--- src/rtl/cnn_inference_sequencer.sv ---
// CNN inference control: convolution -> max-pool -> dense capture -> serial argmax -> done.
// Optional convolution watchdog (ERROR state, error flag) is built when CNN_SEQ_WATCHDOG_EN is defined.
module cnn_inference_sequencer #(
  parameter int CLASS_COUNT    = 10,
  parameter int SCORE_BIT      = 35,
  parameter int CLASS_BIT      = 4,
  parameter int POOL_CYCLES    = 2,
  parameter int TIMEOUT_CYCLES = 4096,
  parameter int TIMEOUT_BIT    = 13
) (
  input  logic                             clock,
  input  logic                             reset,
  input  logic                             start,
  input  logic                             conv_done,
  input  logic [CLASS_COUNT*SCORE_BIT-1:0] scores,
  output logic                             conv_enable,
  output logic                             pool_enable,
  output logic                             busy,
  output logic                             done,
  output logic [CLASS_BIT-1:0]             result_class,
  output logic signed [SCORE_BIT-1:0]      result_score,
  output logic                             error
);
  localparam int POOL_BIT = (POOL_CYCLES > 1) ? $clog2(POOL_CYCLES) : 1;

  typedef enum logic [2:0] {
    S_IDLE, S_CONV, S_POOL, S_DENSE, S_ARGMAX, S_DONE
`ifdef CNN_SEQ_WATCHDOG_EN
    , S_ERROR
`endif
  } state_t;

  if (POOL_CYCLES < 1 || CLASS_COUNT < 2) begin : g_bad_cfg
    $error("cnn_inference_sequencer: need POOL_CYCLES >= 1 and CLASS_COUNT >= 2");
  end
  if (TIMEOUT_CYCLES < 2 || TIMEOUT_BIT < 1 || (TIMEOUT_CYCLES >> TIMEOUT_BIT) != 0) begin : g_bad_wd
    $error("cnn_inference_sequencer: TIMEOUT_BIT too narrow or TIMEOUT_CYCLES < 2");
  end

  state_t                       state, state_next;
  logic [POOL_BIT-1:0]          pool_cnt;
  logic [CLASS_BIT-1:0]         arg_idx;
  logic [CLASS_BIT-1:0]         max_class;
  logic signed [SCORE_BIT-1:0]  max_score;
  logic signed [SCORE_BIT-1:0]  bank [CLASS_COUNT];
  logic signed [SCORE_BIT-1:0]  cand_score;
  logic                         cand_wins;
`ifdef CNN_SEQ_WATCHDOG_EN
  logic [TIMEOUT_BIT-1:0]       wd_cnt;
  logic                         error_q;
`endif

  // Strictly-greater signed compare: ties keep the earlier (lower) class index.
  function automatic logic beats(input logic signed [SCORE_BIT-1:0] cand,
                                 input logic signed [SCORE_BIT-1:0] best);
    return cand > best;
  endfunction

  assign cand_score = bank[arg_idx];
  assign cand_wins  = beats(cand_score, max_score);

  always_comb begin
    state_next = state;
    case (state)
      S_IDLE:   if (start) state_next = S_CONV;
      S_CONV: begin
        if (conv_done) state_next = S_POOL;
`ifdef CNN_SEQ_WATCHDOG_EN
        else if (wd_cnt == TIMEOUT_BIT'(TIMEOUT_CYCLES - 1)) state_next = S_ERROR;
`endif
      end
      S_POOL:   if (pool_cnt == '0) state_next = S_DENSE;
      S_DENSE:  state_next = S_ARGMAX;
      S_ARGMAX: if (arg_idx == CLASS_BIT'(CLASS_COUNT - 1)) state_next = S_DONE;
`ifdef CNN_SEQ_WATCHDOG_EN
      S_ERROR:  state_next = S_DONE;
`endif
      S_DONE:   state_next = S_IDLE;
      default:  state_next = S_IDLE;
    endcase
  end

  // Outputs are decoded from the next state so they are flops aligned with the state.
  always_ff @(posedge clock or negedge reset) begin
    if (!reset) begin
      state        <= S_IDLE;
      pool_cnt     <= '0;
      arg_idx      <= '0;
      max_class    <= '0;
      max_score    <= '0;
      conv_enable  <= 1'b0;
      pool_enable  <= 1'b0;
      busy         <= 1'b0;
      done         <= 1'b0;
      result_class <= '0;
      result_score <= '0;
      for (int i = 0; i < CLASS_COUNT; i++) bank[i] <= '0;
    end else begin
      state       <= state_next;
      conv_enable <= (state_next == S_CONV);
      pool_enable <= (state_next == S_POOL);
      busy        <= (state_next != S_IDLE);
      done        <= (state_next == S_DONE);
      case (state)
        S_CONV:  pool_cnt <= POOL_BIT'(POOL_CYCLES - 1);
        S_POOL:  if (pool_cnt != '0) pool_cnt <= pool_cnt - 1'b1;
        S_DENSE: begin
          for (int i = 0; i < CLASS_COUNT; i++) bank[i] <= scores[i*SCORE_BIT +: SCORE_BIT];
          max_score <= scores[SCORE_BIT-1:0];
          max_class <= '0;
          arg_idx   <= CLASS_BIT'(1);
        end
        S_ARGMAX: begin
          arg_idx <= arg_idx + 1'b1;
          if (cand_wins) begin
            max_score <= cand_score;
            max_class <= arg_idx;
          end
          if (state_next == S_DONE) begin
            result_class <= cand_wins ? arg_idx : max_class;
            result_score <= cand_wins ? cand_score : max_score;
          end
        end
`ifdef CNN_SEQ_WATCHDOG_EN
        S_ERROR: begin
          result_class <= '0;
          result_score <= '0;
        end
`endif
        default: ;
      endcase
    end
  end

`ifdef CNN_SEQ_WATCHDOG_EN
  // Watchdog counts consecutive CONV cycles; error is sticky until the next accepted start.
  always_ff @(posedge clock or negedge reset) begin
    if (!reset) begin
      wd_cnt  <= '0;
      error_q <= 1'b0;
    end else begin
      if (state == S_CONV) wd_cnt <= wd_cnt + 1'b1;
      else                 wd_cnt <= '0;
      if (state == S_IDLE && start) error_q <= 1'b0;
      else if (state == S_ERROR)    error_q <= 1'b1;
    end
  end
  assign error = error_q;
`else
  assign error = 1'b0;
`endif

endmodule

--- config.mk ---
export PLATFORM = sky130hd
export DESIGN_NAME = cnn_inference_sequencer
export DESIGN_NICKNAME = d
export VERILOG_FILES = /design/src/rtl/cnn_inference_sequencer.sv
export SDC_FILE = /design/constraint.sdc
export NUM_CORES = 1
export LEC_CHECK = 0
export BUFFER_PORTS_ARGS = -buffer_cell sky130_fd_sc_hd__buf_2
export CORE_MARGIN = 2
export CORE_UTILIZATION = 25
export CTS_CLUSTER_SIZE = 8
export DETAILED_ROUTE_END_ITERATION = 10
export GPL_TIMING_DRIVEN = 0
export PLACE_DENSITY = 0.43
export SETUP_SLACK_MARGIN = 0.02
export SKIP_CTS_REPAIR_TIMING = 1
export SYNTH_ARGS = -nofsm -noshare
export SYNTH_HDL_FRONTEND = slang
export SYNTH_SLANG_ARGS = --single-unit
--- constraint.sdc ---
create_clock -name clock -period 4 [get_ports clock]
set_clock_uncertainty 0.05 [all_clocks]
set_input_delay 1 -clock clock [delete_from_list [all_inputs] [get_ports clock]]
set_output_delay 1 -clock clock [all_outputs]
set_load 0.02 [all_outputs]
==> flow_summary.yaml <==
run_status:
  run_status: "finished with violations"
  failed_checks: "negative setup slack"
setup_path:
  critPathArrivalTime_ns: 4.70
  crit_path_end: "max_score[20]"
  crit_path_end_kind: "flip-flop"
  critical-path-slowest-cell: "sky130_fd_sc_hd__mux4_2"
  timing.reg2reg.worst_path_depth: 18
  reg_to_reg_critical_path_startpoint: "arg_idx[0]"
  timing_startpoint_of_the_critical_path: "arg_idx[0]"
  rr_endpoint: "max_score[20]"
  setup.worst_path.start_class: "flip-flop"
  worstPathCellList: "buf_12 > buf_16 > mux4_2 > a22oi_2 > o2bb2ai_4 > ha_4 > nand4_1 > buf_6 > nor4_4 > buf_4 > inv_2 > o211ai_4 > or3_4 > buf_6 > a21oi_4 > buf_8 > buf_12 > a221o_1"
  worst_path_class_setup: "flip-flop to flip-flop"
  cp.required_ns: 4.42
  worst_path_max_stage_delay_ns: 0.54
  critPathMaxFanout: 10
  regToRegSetupSlack_ns: -0.29
grt:
  grt_pass1_vias: 19180
  antenna_found_initial: 0
  gr-usage-all-layers: 0.209
  wire_length_of_the_first_global_routing_pass_mm: 129
  grt_start_max_net_pins: 110
  grt-ovfl-total: 0
timing:
  timing.slew.headroom: 0.226
  layout_setup_ws_ns: -0.287
  rsz0062_at_grt: "yes"
  worst_slew_pin_slew_ns: 1.16
  min_period_ns: 4.29
  sum_neg_setup_slack_ns: -13.84
  finalSetupViolations: 72
  fin_crit_sh: 1.07
  fmax_ghz: 0.233
  slew_violations: 0
  finalHoldViolations: 0
power_and_ir_drop:
  power_per_cell_area_nw_per_um2: 998
  vdd_ir_drop_max_uv: 537
  static-leakage-power_uw: 0.0135
drt:
  viasPerCell: 4.77
  drt.antenna.violating_nets: 0
  remaining_drc_errors: 0
  drt_pass1_iterations: 5
  finalWirelength_mm: 89.3
  drtIter0Drc: 1147
  routedWlPerCell_um: 24.2
  route.vias.total: 17631
synth:
  ys_seq_area_frac: 0.536
  postSynthAreaPerCell_um2: 9.72
  yosys_warnings: 0
  synth_seq_cells: 440
  syn-num-nets: 2504
  netlist_instances: 2113
  synth_top_flop_cell: "sky130_fd_sc_hd__dfrtp_1"
  async_flop_share: 1.00
  synth_enable_flop_cells: 0
  netlist_area_pre_place_um2: 20500
  yosys.cell_types.count: 49
layout:
  final_common_cell: "sky130_fd_sc_hd__nand2_1"
  post_route_cells_drive_above_1_share: 0.280
  final_core_density: 0.329
  area.growth.synth_to_final_pct: 31.0
  final_non_filler_cell_total: 3693
  final_cell_mix: "sky130_fd_sc_hd__nand2_1 (1000), sky130_fd_sc_hd__dfrtp_1 (439), sky130_fd_sc_hd__buf_2 (399)"
  finish.net_count: 3000
  fillerInstances: 8602
place:
  globalplace.congestion: 0.844
  post-place-cells: 3583
  pre_cts_ws_ns: -2.04
  portBuffers: 396
  hpwl_mm: 67.3
die:
  die_width_um: 291
  die_height_um: 291
  initial_core_util: 0.251
  placeableCoreArea_um2: 81700
  fp.dieArea_um2: 84500
  floorplan.rows: 105
  design.portCount: 398
clock_tree:
  cts_buffers: 66
  htreeDepth: 3
  worst_skew_pair.late_latency_ns: 0.60
  clockRootBuffer: "sky130_fd_sc_hd__clkbuf_16"
  cts_num_sinks: 440
  worst_setup_hold_path_clk_slew_ns: 0.05
  tritoncts: "done"
  ctsLongestPathBuffers: 3
job:
  max-cap-violations: 0
hold_path:
  hold_path.class: "input pin to async pin"
[power by group]
part	switching (uW)	leakage (uW)	total (uW)	internal [uW]
Sequential	1250	0.00543	7890	6640
Combinational	8250	0.00718	13800	5590
Clock	2060	0.000885	5140	3070
[cells by family after synthesis]
logic type / count (synthesis) / synth area share
other: 1 / 0.000183
buffers and inverters: 191 / 0.0371
muxes: 106 / 0.0964
AOI/OAI and AO/OA: 257 / 0.101
and+or+nand+nor: 1080 / 0.207
xor gates and xnor gates: 1 / 0.000427
adders and majority gates: 37 / 0.0225
DFF: 440 / 0.536
[state kept, by name, indices dropped and copies added, names as in the netlist, 3 cells and up]
register	cells
bank	350
max_score	35
result_score	35
arg_idx	4
max_class	4
result_class	4
state	3
[layout make-up]
type                       instances  area (um^2)  area share
clock buffer                      74         1770      0.0656
timing repair buffer             428         2430      0.0903
sequential                       440        11000       0.409
inverter                          43          165     0.00614
buffer                           148          925      0.0344
multi-input combinational       1482         9240       0.343
tap                             1070         1340      0.0497
antenna                            4         10.0    0.000372
clock inverter                     4         31.3     0.00116
[cells in the mapped netlist (34+ instances only)]
cell                        number  share of area
sky130_fd_sc_hd__a21o_1         37          0.014
sky130_fd_sc_hd__a221o_1        35          0.017
sky130_fd_sc_hd__a22oi_1        36          0.013
sky130_fd_sc_hd__and3_1         35          0.011
sky130_fd_sc_hd__clkbuf_1      121          0.022
sky130_fd_sc_hd__dfrtp_1       440           0.54
sky130_fd_sc_hd__ha_1           37          0.023
sky130_fd_sc_hd__inv_1          41         0.0075
sky130_fd_sc_hd__mux2_2         35          0.019
sky130_fd_sc_hd__mux4_2         70          0.077
sky130_fd_sc_hd__nand2_1      1001           0.18
sky130_fd_sc_hd__o211ai_1       37          0.014
sky130_fd_sc_hd__o2bb2ai_1      34          0.014
sky130_fd_sc_hd__o311ai_0       36          0.015
[how the worst min path moves through the flow]
stage | slack, ns | startpoint | endpoint | cells past startpoint
after floorplan | 0.39 | bank[0] | bank[0] | 2
after global placement | 0.40 | bank[1] | bank[1] | 2
after detailed placement | 0.41 | bank[255] | bank[255] | 2
after CTS | 0.33 | reset | bank[238] | 1
after global routing | 0.36 | reset | bank[238] | 1
final | 0.32 | reset | bank[238] | 1
[metal layers]
metal	GRT usage	up-vias	share of wire
met4	0.0607	0	0.021
met1	0.280	8925	0.45
met5	0	-	0
met3	0.0323	108	0.047
met2	0.348	486	0.49
li1	-	8112	-
[stage by stage]
stage | hold WS (ns) | power [uW] | area [um^2]
5_1_grt | 0.357 | 28600 | 26900
6_report | 0.320 | 26900 | 26900
3_3_place_gp | 0.402 | 19300 | 23900
4_1_cts | 0.328 | 24900 | 25800
2_1_floorplan | 0.390 | 14900 | 20500
3_5_place_dp | 0.408 | 19600 | 24000
[critical path: cells and delay by family, from the launching register on]
kind	cells	cell delay, ns
buffers and inverters	8	1.10
AND/OR/NAND/NOR	3	0.64
flip-flops	1	0.46
adder cells (fa/ha/maj)	1	0.34
multiplexers	1	0.54
AO/OA/AOI/OAI	5	1.02
Note: power is estimated with default switching activity, not from simulation.
